<file path="config.mk">
export PLATFORM = sky130hd
export DESIGN_NAME = rx_agc
export DESIGN_NICKNAME = d
export VERILOG_FILES = /design/src/rtl/agc_pkg.sv /design/src/rtl/agc_mag_meter.sv /design/src/rtl/rx_agc.sv
export SDC_FILE = /design/constraint.sdc
export NUM_CORES = 1
export LEC_CHECK = 0
export ABC_CLOCK_PERIOD_IN_PS = 6400
export CORE_ASPECT_RATIO = 1.1
export CORE_MARGIN = 5
export CORE_UTILIZATION = 40
export CTS_BUF_LIST = sky130_fd_sc_hd__clkbuf_8 sky130_fd_sc_hd__clkbuf_16
export CTS_CLUSTER_SIZE = 40
export DETAILED_ROUTE_END_ITERATION = 7
export PLACE_DENSITY_LB_ADDON = 0.2
export SLEW_MARGIN = 20
export SYNTH_ARGS = -nofsm -noshare
export SYNTH_HDL_FRONTEND = slang
export SYNTH_SLANG_ARGS = --single-unit
</file>
<file path="constraint.sdc">
create_clock -name clk -period 6.4 [get_ports clk]
set_clock_uncertainty 0.1 [all_clocks]
set_input_delay 1.92 -clock clk [delete_from_list [all_inputs] [get_ports clk]]
set_output_delay 1.92 -clock clk [all_outputs]
set_load 0.005 [all_outputs]
</file>
<file path="src/rtl/agc_pkg.sv">
// Shared AGC definitions: control states, gain fixed-point format and 18-bit saturation.
package agc_pkg;

    typedef enum logic {ACQUIRE, TRACK} agc_state_e;

    localparam int GAIN_FRAC = 14;
    localparam int GAIN_ONE  = 16384;

    // Callers sign-extend their wide intermediate into 48 bits before saturating.
    function automatic logic signed [17:0] sat18(input logic signed [47:0] x);
        if (x > 48'sd131071) begin
            return 18'sd131071;
        end else if (x < -48'sd131072) begin
            return -18'sd131072;
        end else begin
            return x[17:0];
        end
    endfunction

endpackage

</file>
<file path="src/rtl/agc_mag_meter.sv">
// Mean |sample| over 2^WINDOW_LOG2 symbol strobes; mean/window_done are valid on the closing strobe.
module agc_mag_meter
    import agc_pkg::*;
#(
    parameter int WINDOW_LOG2 = 8
) (
    input  logic               clk,
    input  logic               reset,
    input  logic               sym_clk_ena,
    input  logic signed [17:0] sample,
    output logic        [17:0] mean,
    output logic               window_done,
    output logic        [17:0] mag_est
);

    localparam int AW = 18 + WINDOW_LOG2;

    logic [17:0]            abs_val;
    logic [AW-1:0]          acc_q;
    logic [AW-1:0]          acc_sum;
    logic [WINDOW_LOG2-1:0] sym_cnt_q;

    always_comb begin
        abs_val = 18'(sample);
        if (sample == -18'sd131072) begin
            abs_val = 18'd131071;
        end else if (sample[17]) begin
            abs_val = 18'(-sample);
        end
        acc_sum     = acc_q + AW'(abs_val);
        mean        = acc_sum[AW-1:WINDOW_LOG2];
        window_done = sym_clk_ena && (sym_cnt_q == '1);
    end

    always_ff @(posedge clk or posedge reset) begin
        if (reset) begin
            acc_q     <= '0;
            sym_cnt_q <= '0;
            mag_est   <= '0;
        end else if (sym_clk_ena) begin
            sym_cnt_q <= sym_cnt_q + 1'b1;
            if (window_done) begin
                acc_q   <= '0;
                mag_est <= mean;
            end else begin
                acc_q <= acc_sum;
            end
        end
    end

endmodule

</file>
<file path="src/rtl/rx_agc.sv">
// Receive AGC: multiplicative gain on the sample stream, adapted once per measurement window.
module rx_agc
    import agc_pkg::*;
#(
    parameter int WINDOW_LOG2 = 8,
    parameter int TARGET_MAG  = 32768,
    parameter int DEADBAND    = 1024,
    parameter int STEP_FAST   = 3,
    parameter int STEP_SLOW   = 6,
    parameter int LOCK_COUNT  = 3,
    parameter int GAIN_MIN    = 1024,
    parameter int GAIN_MAX    = 262143
) (
    input  logic               clk,
    input  logic               reset,
    input  logic               sam_clk_ena,
    input  logic               sym_clk_ena,
    input  logic               agc_en,
    input  logic signed [17:0] sig_in,
    output logic signed [17:0] sig_out,
    output logic        [17:0] gain_out,
    output logic        [17:0] mag_est,
    output logic               locked
);

    localparam logic [17:0] HI_TH  = 18'(TARGET_MAG + DEADBAND);
    localparam logic [17:0] LO_TH  = 18'(TARGET_MAG - DEADBAND);
    localparam logic [18:0] G_MIN  = 19'(GAIN_MIN);
    localparam logic [18:0] G_MAX  = 19'(GAIN_MAX);
    localparam logic [3:0]  LOCK_N = 4'(LOCK_COUNT);
    localparam logic [3:0]  LOSE_N = 4'd2;

    agc_state_e state_q, state_d;
    logic [3:0]  in_cnt_q, in_cnt_d, out_cnt_q, out_cnt_d;
    logic [17:0] gain_q, gain_d;

    logic signed [36:0] product;
    logic signed [47:0] product_ext;
    logic [17:0] mean;
    logic        window_done;
    logic        too_high, too_low, in_band;
    logic [17:0] step;
    logic [18:0] gain_raw;

    // Gain is unsigned; a zero MSB makes the signed multiply treat it as positive.
    always_comb begin
        product     = sig_in * $signed({1'b0, gain_q});
        product_ext = product;
    end

    always_ff @(posedge clk or posedge reset) begin
        if (reset) begin
            sig_out <= '0;
        end else if (sam_clk_ena) begin
            sig_out <= sat18(product_ext >>> GAIN_FRAC);
        end
    end

    agc_mag_meter #(
        .WINDOW_LOG2(WINDOW_LOG2)
    ) u_mag_meter (
        .clk        (clk),
        .reset      (reset),
        .sym_clk_ena(sym_clk_ena),
        .sample     (sig_out),
        .mean       (mean),
        .window_done(window_done),
        .mag_est    (mag_est)
    );

    always_comb begin
        too_high = mean > HI_TH;
        too_low  = mean < LO_TH;
        in_band  = !too_high && !too_low;
        step     = (state_q == TRACK) ? (gain_q >> STEP_SLOW) : (gain_q >> STEP_FAST);

        gain_raw = {1'b0, gain_q};
        if (too_high) begin
            gain_raw = {1'b0, gain_q} - {1'b0, step};
        end else if (too_low) begin
            gain_raw = {1'b0, gain_q} + {1'b0, step};
        end

        gain_d = gain_q;
        if (agc_en && window_done) begin
            if (gain_raw > G_MAX) begin
                gain_d = G_MAX[17:0];
            end else if (gain_raw < G_MIN) begin
                gain_d = G_MIN[17:0];
            end else begin
                gain_d = gain_raw[17:0];
            end
        end
    end

    always_comb begin
        state_d   = state_q;
        in_cnt_d  = in_cnt_q;
        out_cnt_d = out_cnt_q;
        if (!agc_en) begin
            state_d   = ACQUIRE;
            in_cnt_d  = '0;
            out_cnt_d = '0;
        end else if (window_done) begin
            case (state_q)
                ACQUIRE: begin
                    out_cnt_d = '0;
                    if (!in_band) begin
                        in_cnt_d = '0;
                    end else if (in_cnt_q + 4'd1 >= LOCK_N) begin
                        state_d  = TRACK;
                        in_cnt_d = '0;
                    end else begin
                        in_cnt_d = in_cnt_q + 4'd1;
                    end
                end
                TRACK: begin
                    in_cnt_d = '0;
                    if (in_band) begin
                        out_cnt_d = '0;
                    end else if (out_cnt_q + 4'd1 >= LOSE_N) begin
                        state_d   = ACQUIRE;
                        out_cnt_d = '0;
                    end else begin
                        out_cnt_d = out_cnt_q + 4'd1;
                    end
                end
                default: state_d = ACQUIRE;
            endcase
        end
        locked = (state_q == TRACK);
    end

    always_ff @(posedge clk or posedge reset) begin
        if (reset) begin
            state_q   <= ACQUIRE;
            in_cnt_q  <= '0;
            out_cnt_q <= '0;
            gain_q    <= 18'(GAIN_ONE);
        end else begin
            state_q   <= state_d;
            in_cnt_q  <= in_cnt_d;
            out_cnt_q <= out_cnt_d;
            gain_q    <= gain_d;
        end
    end

    assign gain_out = gain_q;

endmodule

</file>
# ---- Word-level counts from Yosys, hierarchy flattened
# Cells that the tools add are included.
# W data, S select, Z words.
dict set report word_totals {
  ff_bits 97
  latch_bits 0
  ramBits 0
  rom_bits 0
  inputBits 23
  elab_cells 61
  memories 0
}
dict set report op_classes {
  addsub 7
  multipliers 1
  n_div 0
  magnitude_cmp 8
  n_eq_ne 3
  shift 0
  mux 27
  bitwise_logic 1
  reduce_logical 6
}
# operator count
set op_table {}
lappend op_table {{$mux W18} 6}
lappend op_table {{$mux W19} 2}
lappend op_table {{$mul A18 B19 Y37} 1}
lappend op_table {{$mux W4} 8}
lappend op_table {{$add A26 B18 Y26} 1}
lappend op_table {{$mux W26} 1}
lappend op_table {{$gt A23 B18 Y1 const B} 1}
lappend op_table {{$lt A23 B18 Y1 const B} 1}
lappend op_table {{$add A18 B15 Y19} 1}
lappend op_table {{$gt A19 B18 Y1 const B} 1}
lappend op_table {{$lt A19 B11 Y1 const B} 1}
lappend op_table {{$sub A18 B15 Y19} 1}
lappend op_table {{$eq A18 B18 Y1 const B} 1}
lappend op_table {{$gt A18 B16 Y1 const B} 1}
lappend op_table {{$lt A18 B15 Y1 const B} 1}
lappend op_table {{$neg A18 Y18} 1}
lappend op_table {{$pmux W4 S2} 2}
lappend op_table {{$mux W15} 1}
lappend op_table {{$add A4 B1 Y4 const B} 2}
lappend op_table {{$add A8 B1 Y8 const B} 1}
lappend op_table {{$eq A8 B8 Y1 const B} 1}
lappend op_table {{$ge A4 B2 Y1 const B} 2}
lappend op_table {{$mux W1} 6}
lappend op_table {{$logic_and A1 B1 Y1} 3}
lappend op_table {{other kinds (5)} 6}

# ---- Logic depth before layout (Yosys ltp)
dict set report depth {
  depth_word 11
  mapped_depth 29
}

# ---- Cells and area by module
# Synthesis repeated with hierarchy kept, for this count alone.
dict set report unflattened {
  hier_cells 2158
  area_unflattened_um2 18405.2
}
# mod n_inst cells_each area_per_inst_um2 seq_area_each_um2
set by_module_without_submodules {}
lappend by_module_without_submodules {rx_agc 1 1732 14757.9 1127.3}
lappend by_module_without_submodules {agc_mag_meter 1 426 3647.2 1301.2}

# ---- Least setup slack after synthesis
# OpenSTA, ideal clock, no wires.
dict set report synth_path {
  path_type {input-to-reg}
  start {in sig_in[10]}
  end {reg sig_out[0]}
  setup_ns 0.137
  arrival_ns 8.320
  t_required_ns 6.163
  slack_ns -2.157
  cell_stages 26
  path_buffers 4
  path_cell_list {clkbuf_1 > clkbuf_1 > nand2_1 > fa_1 > inv_1 > fa_1 > fa_1 > fa_1 > fa_1 > inv_1 > fa_1 > inv_1 > ha_1 > a21o_1 > a21oi_1 > o21ai_0 > o21ba_2 > a21oi_1 > o211ai_1 > a31o_2 > a21o_1 > xor2_1 > o21a_1 > clkbuf_1 > clkbuf_1 > a21oi_1}
}
dict set report synth_via {
  elab_chain_cells 4
  word_cells_on_any_way 5
  classes_between {mul: 1; order compare: 2; mux: 2}
}
# item line
set synth_lines {}
lappend synth_lines {{start, declared} rx_agc.sv:19} ;# input logic signed [17:0] sig_in,
lappend synth_lines {{$mul A18 B19 Y37 *} rx_agc.sv:47} ;# product = sig_in * $signed({1'b0, gain_q});
lappend synth_lines {{$lt A23 B18 Y1} agc_pkg.sv:13} ;# end else if (x < -48'sd131072) begin
lappend synth_lines {{$mux W18} agc_pkg.sv:13}
lappend synth_lines {{$mux W18 *} agc_pkg.sv:11} ;# if (x > 48'sd131071) begin
lappend synth_lines {{end signal, assigned} rx_agc.sv:55} ;# sig_out <= sat18(product_ext >>> GAIN_FRAC);
lappend synth_lines {{end, declared} rx_agc.sv:20} ;# output logic signed [17:0] sig_out,
# Mark *: on every way between the ends. The rest lies on a longest branch, timed or not.
# A chain may end at the register's enable or synchronous reset.

# ---- Worst setup path after layout
dict set report layout_path {
  start {in sig_in[0]}
  end {reg sig_out[1]}
}
# The elaborated chain is that of the path after synthesis.

==> impl_metrics.csv <==
group,metric,value,unit
synthesis,netlist_area,18600,um^2
grt,antenna_found_initial,2,
timing,layout_min_cycle_time,7.79,ns
grt,grt_usage,21.8,%
drt,ant_nets,0,
pwr,ir_drop,0.000151,V
job,drv_cap,0,
pwr,power_per_cell_area,168,nW/um^2
timing,slew_headroom,43.8,%
status,outcome,"finished, violations left",
pwr,clkPwrFrac,15.6,%
status,violations,"setup timing",
place,io_buffers,77,
timing,finalSetupViolCount,18,
hold_path,worstHoldPathType,"reg2reg",
timing,worstMarginPinSlew,0.843,ns
pwr,p_switching,0.00177,W
drt,drt_pass1_iterations,5,
drt,viasPerCell,5.27,
pwr,comb_power_share,62.2,%
synthesis,yosysUniqueCellTypes,86,
drt,routed-via-count,16100,
critical_path,crit_required,6.56,ns
floorplan,core,46400,um^2
critical_path,end_kind,"flip-flop",
critical_path,reg2reg_slack,-0.39,ns
floorplan,die_w,216,um
critical_path,critPathMaxStageDelay,0.57,ns
timing,fin_ws,-1.39,ns
synthesis,async_flop_share,100,%
floorplan,rows,83,
cts,clock-sinks,97,
cts,htreeDepth,3,
cts,ctsHoldBuffers,0,
cts,cts_inserted_buffers,9,
drt,drc_errors,0,
synthesis,yosys.area.top_type_share,27.7,%
drt,wl_per_cell,18.1,um
synthesis,ys_seq_area_share,13.0,%
drt,drt-initial-drc-count,953,
place,dp_hpwl,43.6,mm
synthesis,synth_area_leaders,"fa_1 28%, dfrtp_1 13%, ha_1 12%, inv_1 7.7%, and2_1 5.8%",
finish,final_nets,2916,
cts,cts_root_buf,"clkbuf_16",
critical_path,path_common_cell,"fa_1",
place,dp.cells,2986,
grt,grt_max_degree,65,
cts,clk_latency,0.37,ns
synthesis,synth_top_cell_by_area,"fa_1",
grt,overflow,0,
floorplan,dieHeight,236,um
timing,timing.fmax,128,MHz
finish,drive_gt1_share,19.6,%
synthesis,ys.flop_type,"dfrtp_1",
cts,tritoncts,"built",
critical_path,critPathTopFamily,"adder cells",
pwr,p_sw_share,45.8,%
floorplan,die-area,51000,um^2
floorplan,pin_count,78,
grt,grt_pass1_vias,16900,
timing,report.final.slew_viol_count,0,
critical_path,critPathArrivalTime,7.95,ns
cts,clk_pin_slew,0.07,ns
critical_path,worstSetupPathType,"in2reg",
place,gp_congestion,0.908,
finish,area_growth,23.9,%
timing,hold_slack,0.374,ns
synthesis,postSynthCellCount,2221,
grt,grt_pass1_wl,89.5,mm
timing,hold_viol_final,0,
cts,cts.path.max_buffers,2,
critical_path,crit_buf_inv,11,
finish,final_util,49.8,%
pwr,pwr-share-seq,22.2,%
synthesis,synth_seq_cells,97,
pwr,p_int,0.00210,W
critical_path,cp_slowest_cell,"fa_1",
timing,rsz0062_at_grt,"yes",
synthesis,synth_edf_count,0,
synthesis,syn-mean-instance-area,8.39,um^2
critical_path,crit_fanout,8,
pwr,power_leakage,11.4,nW
finish,stdcell_count,3054,
synthesis,syn-num-nets,2684,
synthesis,yosys_warnings,0,
drt,drt_wl_total,55.4,mm
timing,fin_crit_sh,122,%
floorplan,start_util,40.1,%
critical_path,start_kind,"primary input",
## flip-flops by register name (all words and copies together), names as in the netlist
name / count
u_mag_meter.acc_q: 26
gain_out: 18
sig_out: 18
u_mag_meter.mag_est: 18
u_mag_meter.sym_cnt_q: 8
in_cnt_q: 4
out_cnt_q: 4
locked: 1
## per-layer routing
metal  track usage [%]  wire (um)  up-vias
met5                 0         13        -
met4              6.63       1560        2
met3              2.93       2360       87
met2              38.6      28200      345
met1              27.5      23300     8034
li1                  -          -     7632
## cell usage in the layout, fill, tap and decap left out, drive strengths merged, types with 6 or more instances in the layout
cell type and count:
a31oi 7, buf 268, and2 174, or4 7, o31ai 14, nor4 11, inv 384, xor2 25
nand2b 24, nand2 269, o21a 10, and3 15, nor2b 13, clkdlybuf4s50 59, fa 258, o21bai 10
o21ai 81, or2 10, xnor2 31, nand4 17, nor2 111, o22ai 21, or3 7, nand3 32
a21o 23, mux2i 14, clkbuf 13, nor3 23, and4 6, dfrtp 96, ha 182, a22oi 10
a21oi 106, o211ai 15, a221oi 6, a211oi 15
## final timing paths
| path | from | end | depth (start not counted) |
|---|---|---|---|
| min reg2reg | u_mag_meter.sym_cnt_q[3]$_DFFE_PP0P_ | u_mag_meter.sym_cnt_q[3]$_DFFE_PP0P_ | 1 |
| min in group asynchronous | reset | out_cnt_q[1]$_DFFE_PP0P_ | 2 |
| max in group asynchronous | reset | u_mag_meter.sym_cnt_q[5]$_DFFE_PP0P_ | 3 |
| min | u_mag_meter.sym_cnt_q[3]$_DFFE_PP0P_ | u_mag_meter.sym_cnt_q[3]$_DFFE_PP0P_ | 1 |
| max | sig_in[0] | sig_out[1]$_DFFE_PP0P_ | 29 |
| max reg2reg | gain_out[13]$_DFFE_PP0P_ | sig_out[1]$_DFFE_PP0P_ | 26 |
## power groups by stage
| stage | sequential, W | combinational [W] | clock [W] |
|---|---|---|---|
| after detailed placement | 0.000870 | 0.00220 | 0 |
| after CTS | 0.000859 | 0.00228 | 0.000617 |
| after floorplan | 0.000811 | 0.00153 | 0 |
| final | 0.000862 | 0.00241 | 0.000604 |
| after global routing | 0.000880 | 0.00266 | 0.000645 |
| after global placement | 0.000867 | 0.00217 | 0 |
## per-stage QoR
stage / instance area [um^2] / setup TNS, ns / power, W / worst slack, ns
after floorplan: 19000 / -22.33 / 0.00235 / -1.32
after detailed placement: 21700 / -41.60 / 0.00307 / -2.39
after global placement: 21700 / -40.06 / 0.00303 / -2.30
final: 23100 / -24.38 / 0.00388 / -1.39
after global routing: 23100 / -28.12 / 0.00419 / -1.59
after CTS: 22700 / -25.15 / 0.00375 / -1.43
## cell usage after synthesis (9+ instances only)
library cell and instances:
inv_1 382, nand2_1 269, fa_1 258, ha_1 182, and2_1 173, nor2_1 111, a21oi_1 105, clkbuf_1 100
dfrtp_1 96, o21ai_0 78, nand3_1 32, xnor2_1 31, xor2_1 25, nand2b_1 24, a21o_1 23, o22ai_1 21
nor3_1 19, nand4_1 16, and3_1 15, a211oi_1 14, mux2i_1 14, o211ai_1 14, o31ai_1 14, nor2b_1 13
buf_2 12, a22oi_1 10, o21a_1 10, nor4_1 9, o21bai_1 9, or2_2 9
## repair_timing
item,CTS,global route
gates resized for setup,145,89
buffers inserted,31,8
cloned,13,1
endpoints found under the setup margin,23,36
pin swaps,68,54
## cell type report
cell class / instances / area (um^2)
clock buffer: 11 / 253
clock inverter: 5 / 61.3
fill: 4362 / 23300
sequential: 97 / 2430
timing repair buffer: 336 / 3190
multi-input combinational: 1627 / 15000
antenna: 1 / 2.50
tap: 595 / 744
inverter: 382 / 1440
## cells by family after synthesis
family,synth area share (%)
and+or+nand+nor,19.9
buffers and inverters,10.1
AOI/OAI and AO/OA,13.5
adders and majority gates,39.9
DFF,13.0
xor gates and xnor gates,2.63
muxes,0.953
No activity file was read; power rests on OpenSTA's default activity.
